[config.mk]
export PLATFORM = sky130hd
export DESIGN_NAME = cpu_control_fsm
export DESIGN_NICKNAME = d
export VERILOG_FILES = /design/src/rtl/cpu_ctrl_pkg.sv /design/src/rtl/cpu_control_fsm_branch_cond_eval.sv /design/src/rtl/cpu_control_fsm.sv
export SDC_FILE = /design/constraint.sdc
export NUM_CORES = 1
export LEC_CHECK = 0
export BUFFER_PORTS_ARGS = -buffer_cell sky130_fd_sc_hd__buf_2
export CAP_MARGIN = 10
export CORE_MARGIN = 2
export CORE_UTILIZATION = 28
export DETAILED_ROUTE_END_ITERATION = 8
export GPL_TIMING_DRIVEN = 0
export PLACE_DENSITY = 0.49
export SLEW_MARGIN = 40
export SYNTH_ARGS = -nofsm -noshare
export SYNTH_HDL_FRONTEND = slang
export SYNTH_SLANG_ARGS = --single-unit
[constraint.sdc]
create_clock -name clk -period 3.4 [get_ports clk]
set_input_delay 0.68 -clock clk [delete_from_list [all_inputs] [get_ports clk]]
set_output_delay 0.68 -clock clk [all_outputs]
set_load 0.02 [all_outputs]
[src/rtl/cpu_ctrl_pkg.sv]
// Shared encodings for the multi-cycle controller: states, opcode/ext fields,
// branch conditions, flag bit positions and the registered control bundle.
package cpu_ctrl_pkg;

  typedef enum logic [2:0] {
    S_FETCH = 3'd0,
    S_LATCH = 3'd1,
    S_EXEC  = 3'd2,
    S_LDWB  = 3'd3,
    S_HALT  = 3'd4
  } state_e;

  localparam logic [3:0] OP_RTYPE = 4'b0000;
  localparam logic [3:0] OP_ANDI  = 4'b0001;
  localparam logic [3:0] OP_ORI   = 4'b0010;
  localparam logic [3:0] OP_XORI  = 4'b0011;
  localparam logic [3:0] OP_MEM   = 4'b0100;
  localparam logic [3:0] OP_ADDI  = 4'b0101;
  localparam logic [3:0] OP_SUBI  = 4'b1001;
  localparam logic [3:0] OP_CMPI  = 4'b1011;
  localparam logic [3:0] OP_BCOND = 4'b1100;
  localparam logic [3:0] OP_MOVI  = 4'b1101;
  localparam logic [3:0] OP_HALT  = 4'b1111;

  localparam logic [3:0] EXT_LOAD = 4'b0000;
  localparam logic [3:0] EXT_STOR = 4'b0100;
  localparam logic [3:0] EXT_CMP  = 4'b1011;

  localparam logic [3:0] COND_EQ = 4'b0000;
  localparam logic [3:0] COND_NE = 4'b0001;
  localparam logic [3:0] COND_CS = 4'b0010;
  localparam logic [3:0] COND_CC = 4'b0011;
  localparam logic [3:0] COND_GT = 4'b0110;
  localparam logic [3:0] COND_LE = 4'b0111;
  localparam logic [3:0] COND_LT = 4'b1100;
  localparam logic [3:0] COND_GE = 4'b1101;
  localparam logic [3:0] COND_UC = 4'b1110;

  localparam int FLAG_C = 4;
  localparam int FLAG_L = 3;
  localparam int FLAG_F = 2;
  localparam int FLAG_Z = 1;
  localparam int FLAG_N = 0;

  typedef struct packed {
    logic [7:0]  opcode;
    logic [3:0]  rdest;
    logic [3:0]  rsrc;
    logic [15:0] imm;
    logic        imm_sel;
    logic        ram_we;
    logic        ls_addr_sel;
    logic        alu_mem;
    logic        pc_en;
    logic        pc_mux;
    logic [15:0] br;
    logic        load_en;
    logic        halted;
  } ctrl_t;

  function automatic logic is_imm_op(input logic [3:0] op);
    return (op == OP_ANDI) || (op == OP_ORI) || (op == OP_XORI) || (op == OP_MOVI) ||
           (op == OP_ADDI) || (op == OP_SUBI) || (op == OP_CMPI);
  endfunction

  function automatic logic imm_is_signed(input logic [3:0] op);
    return (op == OP_ADDI) || (op == OP_SUBI) || (op == OP_CMPI);
  endfunction

  function automatic logic [15:0] sext8(input logic [7:0] v);
    return {{8{v[7]}}, v};
  endfunction

endpackage

[src/rtl/cpu_control_fsm_branch_cond_eval.sv]
// Branch condition evaluator: maps a 4-bit condition code and the latched
// flag register to a taken bit. Unlisted codes are never taken.
module branch_cond_eval
  import cpu_ctrl_pkg::*;
(
  input  logic [3:0] cond_i,
  input  logic [4:0] flags_i,
  output logic       taken_o
);

  logic unused_flags;
  assign unused_flags = ^{flags_i[FLAG_L], flags_i[FLAG_F]};

  always_comb begin
    taken_o = 1'b0;
    case (cond_i)
      COND_EQ: taken_o = flags_i[FLAG_Z];
      COND_NE: taken_o = !flags_i[FLAG_Z];
      COND_CS: taken_o = flags_i[FLAG_C];
      COND_CC: taken_o = !flags_i[FLAG_C];
      COND_GT: taken_o = flags_i[FLAG_N];
      COND_LE: taken_o = !flags_i[FLAG_N];
      COND_LT: taken_o = !flags_i[FLAG_N] && !flags_i[FLAG_Z];
      COND_GE: taken_o = flags_i[FLAG_N] || flags_i[FLAG_Z];
      COND_UC: taken_o = 1'b1;
      default: taken_o = 1'b0;
    endcase
  end

endmodule

[src/rtl/cpu_control_fsm.sv]
// Multi-cycle fetch/latch/execute sequencer for the 16-bit datapath.
// Controls are decoded from the next state and registered; en only gates strobes.
module cpu_control_fsm
  import cpu_ctrl_pkg::*;
#(
  parameter int RESET_PC_HOLD = 1,
  parameter int NUM_REGS      = 16
) (
  input  logic                clk,
  input  logic                reset,
  input  logic                en,
  input  logic [15:0]         instr_in,
  input  logic [4:0]          flags_in,
  output logic [NUM_REGS-1:0] wEnable,
  output logic [7:0]          opcode,
  output logic [3:0]          Rdest_select,
  output logic [3:0]          Rsrc_select,
  output logic [15:0]         Imm_in,
  output logic                Imm_select,
  output logic                ram_we,
  output logic                ls_addr_sel,
  output logic                fsm_alu_mem_selct,
  output logic                pc_en,
  output logic                pc_mux_selct,
  output logic [15:0]         inst_branch,
  output logic                load_en,
  output logic                halted,
  output logic [2:0]          state_out
);

  state_e              state_q, state_d;
  logic [15:0]         ir_q, ir_d;
  logic [4:0]          flag_q, flag_d;
  logic [7:0]          hold_q, hold_d;
  ctrl_t               ctrl_q, ctrl_d;
  logic [NUM_REGS-1:0] wen_q, wen_d;
  logic                taken;
  logic [3:0]          op_q, op_d, ext_d;

  assign op_q  = ir_q[15:12];
  assign op_d  = ir_d[15:12];
  assign ext_d = ir_d[7:4];

  // Branches look at the flag register that will be current in S_EXEC.
  branch_cond_eval u_cond (
    .cond_i  (ir_d[11:8]),
    .flags_i (flag_d),
    .taken_o (taken)
  );

  always_comb begin
    state_d = state_q;
    ir_d    = ir_q;
    flag_d  = flag_q;
    hold_d  = hold_q;
    if (en) begin
      case (state_q)
        S_FETCH: if (hold_q != 8'd0) hold_d = hold_q - 8'd1;
                 else                state_d = S_LATCH;
        S_LATCH: begin
          ir_d    = instr_in;
          state_d = S_EXEC;
        end
        S_EXEC: begin
          if (op_q == OP_RTYPE || is_imm_op(op_q)) flag_d = flags_in;
          if (op_q == OP_MEM && ir_q[7:4] == EXT_LOAD) state_d = S_LDWB;
          else if (op_q == OP_HALT)                     state_d = S_HALT;
          else                                          state_d = S_FETCH;
        end
        S_LDWB:  state_d = S_FETCH;
        S_HALT:  state_d = S_HALT;
        default: state_d = S_FETCH;
      endcase
    end
  end

  always_comb begin
    ctrl_d = '0;
    wen_d  = '0;
    case (state_d)
      S_LATCH: ctrl_d.load_en = 1'b1;
      S_EXEC: begin
        ctrl_d.pc_en = 1'b1;
        if (op_d == OP_RTYPE) begin
          ctrl_d.opcode  = {op_d, ext_d};
          ctrl_d.rdest   = ir_d[11:8];
          ctrl_d.rsrc    = ir_d[3:0];
          ctrl_d.alu_mem = 1'b1;
          if (ext_d != EXT_CMP) wen_d = {{(NUM_REGS-1){1'b0}}, 1'b1} << ir_d[11:8];
        end else if (is_imm_op(op_d)) begin
          ctrl_d.opcode  = {op_d, 4'b0000};
          ctrl_d.rdest   = ir_d[11:8];
          ctrl_d.imm_sel = 1'b1;
          ctrl_d.imm     = imm_is_signed(op_d) ? sext8(ir_d[7:0]) : {8'h00, ir_d[7:0]};
          ctrl_d.alu_mem = 1'b1;
          if (op_d != OP_CMPI) wen_d = {{(NUM_REGS-1){1'b0}}, 1'b1} << ir_d[11:8];
        end else if (op_d == OP_MEM && ext_d == EXT_LOAD) begin
          ctrl_d.ls_addr_sel = 1'b1;
          ctrl_d.rdest       = ir_d[3:0];
          ctrl_d.pc_en       = 1'b0;
        end else if (op_d == OP_MEM && ext_d == EXT_STOR) begin
          ctrl_d.ls_addr_sel = 1'b1;
          ctrl_d.rdest       = ir_d[3:0];
          ctrl_d.rsrc        = ir_d[11:8];
          ctrl_d.ram_we      = 1'b1;
        end else if (op_d == OP_BCOND) begin
          ctrl_d.br     = sext8(ir_d[7:0]);
          ctrl_d.pc_mux = taken;
        end else if (op_d == OP_HALT) begin
          ctrl_d.pc_en = 1'b0;
        end
      end
      S_LDWB: begin
        // Keep the load address steady while the RAM data is written back.
        ctrl_d.ls_addr_sel = 1'b1;
        ctrl_d.rdest       = ir_d[3:0];
        ctrl_d.pc_en       = 1'b1;
        wen_d              = {{(NUM_REGS-1){1'b0}}, 1'b1} << ir_d[11:8];
      end
      S_HALT:  ctrl_d.halted = 1'b1;
      default: ;
    endcase
  end

  always_ff @(posedge clk or negedge reset) begin
    if (!reset) begin
      state_q <= S_FETCH;
      ir_q    <= '0;
      flag_q  <= '0;
      hold_q  <= 8'(RESET_PC_HOLD - 1);
      ctrl_q  <= '0;
      wen_q   <= '0;
    end else begin
      state_q <= state_d;
      ir_q    <= ir_d;
      flag_q  <= flag_d;
      hold_q  <= hold_d;
      ctrl_q  <= ctrl_d;
      wen_q   <= wen_d;
    end
  end

  assign wEnable           = wen_q & {NUM_REGS{en}};
  assign ram_we            = ctrl_q.ram_we & en;
  assign pc_en             = ctrl_q.pc_en & en;
  assign load_en           = ctrl_q.load_en & en;
  assign opcode            = ctrl_q.opcode;
  assign Rdest_select      = ctrl_q.rdest;
  assign Rsrc_select       = ctrl_q.rsrc;
  assign Imm_in            = ctrl_q.imm;
  assign Imm_select        = ctrl_q.imm_sel;
  assign ls_addr_sel       = ctrl_q.ls_addr_sel;
  assign fsm_alu_mem_selct = ctrl_q.alu_mem;
  assign pc_mux_selct      = ctrl_q.pc_mux;
  assign inst_branch       = ctrl_q.br;
  assign halted            = ctrl_q.halted;
  assign state_out         = state_q;

endmodule

==> results of run 1 <==
==> state kept, by name (all words and copies together) (netlist names) <==
register,count
Imm_in,9
Imm_select,1
Rdest_select,4
Rsrc_select,4
ctrl_q,3
flag_q,3
fsm_alu_mem_selct,1
halted,1
hold_q,8
inst_branch,8
ir_q,16
ls_addr_sel,1
opcode,8
pc_mux_selct,1
state_out,3
wen_q,16
==> cells in the final DEF, fill, tap and decap left out, types with 2 or more instances in the layout <==
cell and instances:
buf_2 99, nor4_1 17, nor2_1 39, nand2_1 14, mux2_2 2, or3_1 2, o22ai_1 5, inv_1 26
nand3_1 2, a21oi_1 9, nor3_1 11, nor3b_1 4, xnor2_1 4, or4_1 3, a311oi_1 2, and2_1 19
mux2i_1 19, dfrtp_1 87, clkbuf_1 5, a211o_1 2, clkinv_2 2, xor2_1 3, a31oi_1 2, or2_2 2
o21bai_1 2, buf_4 48, clkbuf_16 9, nand4_1 3, clkbuf_8 2, ha_1 2
==> worst max-delay path: stages (launching register included) <==
cell      delay [ns]
dfrtp_1         0.45
and4bb_2        0.39
buf_2           0.32
mux2i_1         0.49
inv_1           0.23
a311oi_1        0.41
nor3_2          0.15
buf_2           0.21
nor4_1          0.34
==> cell families after synthesis <==
kind of cell,count (synthesis)
compound gates,32
xor+xnor,7
fa+ha+maj,2
buf+inv,83
flops,87
mux,22
simple gates,124
==> final cells by class <==
class,count,area (sq um)
Buffer,57,399
Clock buffer,11,253
Clock inverter,5,56.3
Fill cell,1385,8420
Inverter,26,97.6
Multi-Input combinational cell,187,1210
Sequential cell,87,2180
Tap cell,176,220
Timing Repair Buffer,97,514
==> timing repair <==
item,CTS,global route
hold endpoints to repair,0,0
hold buffers,0,0
setup endpoints to repair,0,6
resized for setup,0,2
==> power groups by stage <==
| stage | combinational (mW) | sequential (mW) | clock [mW] |
|---|---|---|---|
| after CTS | 0.742 | 1.29 | 1.03 |
| after detailed placement | 0.739 | 1.31 | 0 |
| after global routing | 0.841 | 1.31 | 1.07 |
| after global placement | 0.713 | 1.30 | 0 |
| final | 0.754 | 1.29 | 1.00 |
| after floorplan | 0.525 | 1.28 | 0 |
==> worst paths after layout <==
check	start	endpoint	slack [ns]
min in group clk	hold_q[6]$_DFFE_PN0P_	hold_q[6]$_DFFE_PN0P_	0.47
worst max register to register	state_out[1]$_DFF_PN0_	wen_q[6]$_DFF_PN0_	0.29
worst max-delay path	state_out[1]$_DFF_PN0_	wen_q[6]$_DFF_PN0_	0.29
worst min-delay path	reset	hold_q[6]$_DFFE_PN0P_	0.21
max in group asynchronous	reset	Rsrc_select[2]$_DFF_PN0_	2.62
worst min register to register	hold_q[6]$_DFFE_PN0P_	hold_q[6]$_DFFE_PN0P_	0.47
==> metal layers <==
| layer | vias to the layer above | part of all wire |
|---|---|---|
| met5 | - | 0 |
| met4 | 0 | 0.013 |
| met3 | 12 | 0.060 |
| met2 | 85 | 0.48 |
| met1 | 1416 | 0.45 |
| li1 | 1374 | - |
==> flow_summary_export.csv, run 1 <==
group,metric,value,unit
critical_path,path_max_fanout,10,
clocking,post_cts_buffers,0,
logic_synthesis,syn_nets,383,
sta,setup_tns,0,ns
power_and_ir_drop,power.sequential.fraction,0.423,
placed_design,gp_routability_congestion,0.778,
logic_synthesis,yosys_warnings,0,
placed_design,detailedPlacementHpwl,6870,um
job,drv.max_cap_violation_count,0,
logic_synthesis,average_cell_area_after_synthesis,10.8,sq um
die,die_footprint,0.0148,sq mm
clocking,cts.reportedPaths.clkPinSlew,0.06,ns
global_route,global_route_wire_length_before_repair,14300,um
clocking,cts.sink_count,87,
global_route,maximum_number_of_pins_on_one_net_before_global_route_repair,59,
placed_design,placed_instance_area,0.00461,sq mm
sta,finalCriticalPeriod,3.11,ns
drt,postRouteAntennaNets,0,
drt,routed_wirelength,9240,um
die,floorplan.core_area,0.0133,sq mm
drt,drt_first_iter_violations,102,
sta,report.final.slew_viol_count,0,
logic_synthesis,post-synth-top-area-cell,"dfrtp_1",
drt,total_via_count_after_detailed_routing,2887,
sta,worst_slack,0.287,ns
logic_synthesis,dominant_cells_by_area_after_synthesis,"dfrtp_1 (56%), buf_4 (9.3%), mux2i_1 (5.2%)",
sta,timing.fmax,321,MHz
logic_synthesis,seq_area_frac_synth,0.562,
logic_synthesis,muxShareOfSynthArea,0.0575,
sta,rsz0062_at_grt,"no",
sta,final.setup_skew,0.00787,ns
logic_synthesis,post-synth-top-count-cell,"dfrtp_1",
logic_synthesis,synthTopCellsByCount,"dfrtp_1 (87), buf_4 (48), nor2_1 (39)",
critical_path,cp-end-kind,"flop",
power_and_ir_drop,post-layout-total-power,3.04,mW
logic_synthesis,synth_enable_flop_cells,0,
drt,avgViaCountPerCell,4.47,
logic_synthesis,post_synth_fa_ha_maj_area_fraction,0.00646,
placed_design,numPlacedInstances,630,
drt,drt-pass1-iter-count,4,
global_route,met1_usage,0.173,
die,die_h,122,um
global_route,grt_overflow_total,0,
die,die-width,122,um
finish,final_cell_area,0.00493,sq mm
power_and_ir_drop,swShare,0.337,
critical_path,critical_path.startpoint_type,"flop",
sta,worst-slew-pin-transition,0.662,ns
clocking,clock_path_buffers,2,
critical_path,worst_ep_required_time,3.61,ns
logic_synthesis,synth.cell_area,0.00387,sq mm
power_and_ir_drop,share_comb_of_total_power,0.248,
finish,design.final.nets,491,
drt,drt_drc_violations_left,0,
critical_path,worst_reg2reg_path_length_in_cells,8,
logic_synthesis,ys_dominant_reg_cell,"dfrtp_1",
logic_synthesis,synth_register_bits,87,
clocking,cts_root_buffer,"clkbuf_16",
drt,final_routed_wire_length_divided_by_cell_count,14.3,um
sta,final_hold_viol_count,0,
placed_design,pre_cts_slack,-0.0521,ns
finish,antennaDiodeCount,0,
critical_path,critPathArrivalTime,3.32,ns
finish,utilization,0.369,
logic_synthesis,yosys.area_share.simple,0.167,
logic_synthesis,syn-instance-count,357,
hold_path,worst_hold_path_type,"in -> async",
power_and_ir_drop,static-leakage-power,2.65,nW
logic_synthesis,synth_compound_gate_area_share,0.0624,
critical_path,critPathKind,"reg -> reg",
finish,syn2layout_area_growth,27.3,%
sta,endpoints_failing_setup,0,
logic_synthesis,synth_top_family_by_area,"simple AND/OR/NAND/NOR gates",
die,num_rows,42,
die,initial_core_util,0.290,
sta,relSlewSlack,0.546,
clocking,clock_tree.htree_level_count,3,
logic_synthesis,yosysUniqueCellTypes,43,
power_and_ir_drop,power.clock.fraction,0.329,
clocking,clk_latency,0.33,ns
global_route,busiest_layer_in_global_routing,"met2",
power_and_ir_drop,ir_drop,0.212,mV
global_route,use_met2,0.200,
power_and_ir_drop,net-switching-power,1.03,mW
global_route,globalRouteTotalUtil,0.127,
logic_synthesis,synthDominantCellAreaShare,0.562,
finish,final_cell_count_no_fill,646,
global_route,grt_pass1_vias,2870,
clocking,numCtsBuffers,9,
global_route,globalRouteMet3Util,0.0304,
clocking,cts_tree,"built",
logic_synthesis,synth-async-reset-ratio,1.00,
placed_design,port_buffers,96,
finish,post_route_cells_drive_above_1_share,0.377,
status,status,"complete, no violations",
die,ios,99,
global_route,antenna_found_initial,0,
sta,final.period_utilization,0.916,
sta,fin_worst_hold_slack,0.214,ns
power_and_ir_drop,power.density_cell_area,617,mW/mm^2
logic_synthesis,synth_xor_area_frac,0.0158,
power_and_ir_drop,p_int,2.02,mW
(Power assumes the default switching activity.)
==> run 2, diff against run 1 <==
Settings changed: CELL_PAD_IN_SITES_DETAIL_PLACEMENT set to 2, CELL_PAD_IN_SITES_GLOBAL_PLACEMENT set to 2, PLACE_DENSITY 0.49 to 0.7.
==> flow_summary_export.csv, run 2 (synthesis results as in run 1) <==
group,metric,value,unit
critical_path,critical_path.startpoint_type,"flop",
sta,relSlewSlack,0.472,
sta,endpoints_failing_setup,0,
die,die_h,122,um
sta,final_hold_viol_count,0,
clocking,clk_latency,0.33,ns
clocking,cts_tree,"built",
power_and_ir_drop,power.density_cell_area,652,mW/mm^2
finish,fill_cells,1457,
clocking,cts_root_buffer,"clkbuf_16",
finish,post_route_cells_drive_above_1_share,0.377,
critical_path,critPathMaxStageDelay,0.66,ns
sta,timing.fmax,319,MHz
die,ios,99,
placed_design,gp_routability_congestion,0.781,
finish,final_cell_count_no_fill,646,
drt,final_routed_wire_length_divided_by_cell_count,16.8,um
finish,layout.area.seq,0.00218,sq mm
finish,syn2layout_area_growth,28.4,%
critical_path,critPathKind,"reg -> reg",
placed_design,port_buffers,96,
finish,layout_common_cells,"buf_2 (99), dfrtp_1 (87), buf_4 (48)",
global_route,global_route_wire_length_before_repair,17800,um
die,floorplan.core_area,0.0133,sq mm
critical_path,path_max_fanout,10,
die,die-width,122,um
drt,postRouteAntennaNets,0,
global_route,antenna_found_initial,0,
sta,finalCriticalPeriod,3.14,ns
power_and_ir_drop,ir_drop,0.201,mV
drt,drt_first_iter_violations,152,
finish,antennaDiodeCount,0,
hold_path,worst_hold_path_type,"in -> async",
placed_design,pre_cts_slack,-0.115,ns
sta,final.period_utilization,0.923,
clocking,cts.sink_count,87,
global_route,grt_pass1_vias,3271,
critical_path,critical_path.cell_chain,"and4bb_2, buf_2, mux2i_1, nor3_1, a311oi_1, nor3_2, buf_2, nor4_1",
critical_path,worst_ep_required_time,3.61,ns
global_route,grt_overflow_total,0,
drt,total_via_count_after_detailed_routing,2925,
sta,report.final.slew_viol_count,0,
status,status,"complete, no violations",
finish,design.final.nets,491,
global_route,globalRouteTotalUtil,0.156,
clocking,numCtsBuffers,9,
power_and_ir_drop,static-leakage-power,2.67,nW
drt,drt-pass1-iter-count,4,
critical_path,critPathArrivalTime,3.35,ns
sta,fin_worst_hold_slack,0.220,ns
critical_path,cp-end-kind,"flop",
sta,final.setup_skew,0.00593,ns
sta,worst_slack,0.262,ns
finish,final_common_cell,"buf_2",
job,drv.max_cap_violation_count,0,
power_and_ir_drop,post-layout-total-power,3.24,mW
placed_design,detailedPlacementHpwl,7860,um
drt,drt_drc_violations_left,0,
die,initial_core_util,0.290,
sta,worst-slew-pin-transition,0.771,ns
drt,avgViaCountPerCell,4.53,
clocking,clock_path_buffers,2,
clocking,clock_tree.htree_level_count,3,
clocking,cts.reportedPaths.clkPinSlew,0.06,ns
placed_design,numPlacedInstances,630,
finish,multi_input_area,0.00122,sq mm
critical_path,timing.critical_path.buf_inv,2,
die,num_rows,42,
critical_path,cpLargestDelayFamily,"simple AND/OR/NAND/NOR gates",
critical_path,cpMostUsedCell,"buf_2",
die,die_footprint,0.0148,sq mm
critical_path,worst_path_max_delay_cell,"mux2i_1",
drt,routed_wirelength,10900,um
global_route,maximum_number_of_pins_on_one_net_before_global_route_repair,57,
[run 2: worst paths after layout]
kind                                   startpoint                   endpoint  slack [ns]  depth (start not counted)
setup / recovery           state_out[0]$_DFF_PN0_         wen_q[7]$_DFF_PN0_        0.26                          8
hold / removal                              reset      hold_q[4]$_DFFE_PN0P_        0.22                          1
setup reg to reg           state_out[0]$_DFF_PN0_         wen_q[7]$_DFF_PN0_        0.26                          8
hold reg to reg             hold_q[6]$_DFFE_PN0P_      hold_q[6]$_DFFE_PN0P_        0.48                          1
max in group asynchronous                   reset  Rdest_select[1]$_DFF_PN0_        2.59                          2
min in group clk            hold_q[6]$_DFFE_PN0P_      hold_q[6]$_DFFE_PN0P_        0.48                          1
[run 2: where the power goes]
part | switching, mW | leakage (nW) | total (mW) | internal, mW
clock network | 0.407 | 0.170 | 1.15 | 0.740
logic | 0.571 | 1.33 | 0.796 | 0.225
registers | 0.111 | 1.17 | 1.30 | 1.19
[run 2: final cells by class]
type                    count  area share
repair buffers             97       0.103
multi-input cells         187       0.245
clock inverters             5      0.0209
well taps                 176      0.0443
flip-flops and latches     87       0.438
inverters                  26      0.0196
clock buffers              11      0.0488
plain buffers              57      0.0803
[run 2: repair_timing]
| action | CTS | global route |
|---|---|---|
| buffers inserted | 0 | 0 |
| setup endpoints to repair | 0 | 14 |
| hold buffers | 0 | 0 |
| resized for setup | 0 | 2 |
[run 2: per-stage QoR]
step / TNS, ns / util / instance area (sq um)
2_1_floorplan: 0 / - / 3870
3_3_place_gp: 0 / 0.343 / 4570
3_5_place_dp: -1.07 / 0.345 / 4610
4_1_cts: 0 / 0.371 / 4950
5_1_grt: -0.00309 / 0.372 / 4970
6_report: 0 / 0.372 / 4970
[run 2: per-layer routing]
metal / routed length [um] / global-route usage / vias up
met5: 0 / 0 / -
met4: 115 / 0.0503 / 0
met3: 372 / 0.0229 / 9
met2: 5600 / 0.269 / 55
met1: 4780 / 0.202 / 1489
li1: - / - / 1372
[run 2: worst register-to-register path, stage by stage, from the launching register on]
cell	delay [ns]
dfrtp_1	0.51
and4bb_2	0.34
buf_2	0.34
mux2i_1	0.66
nor3_1	0.13
a311oi_1	0.34
nor3_2	0.15
buf_2	0.21
nor4_1	0.35
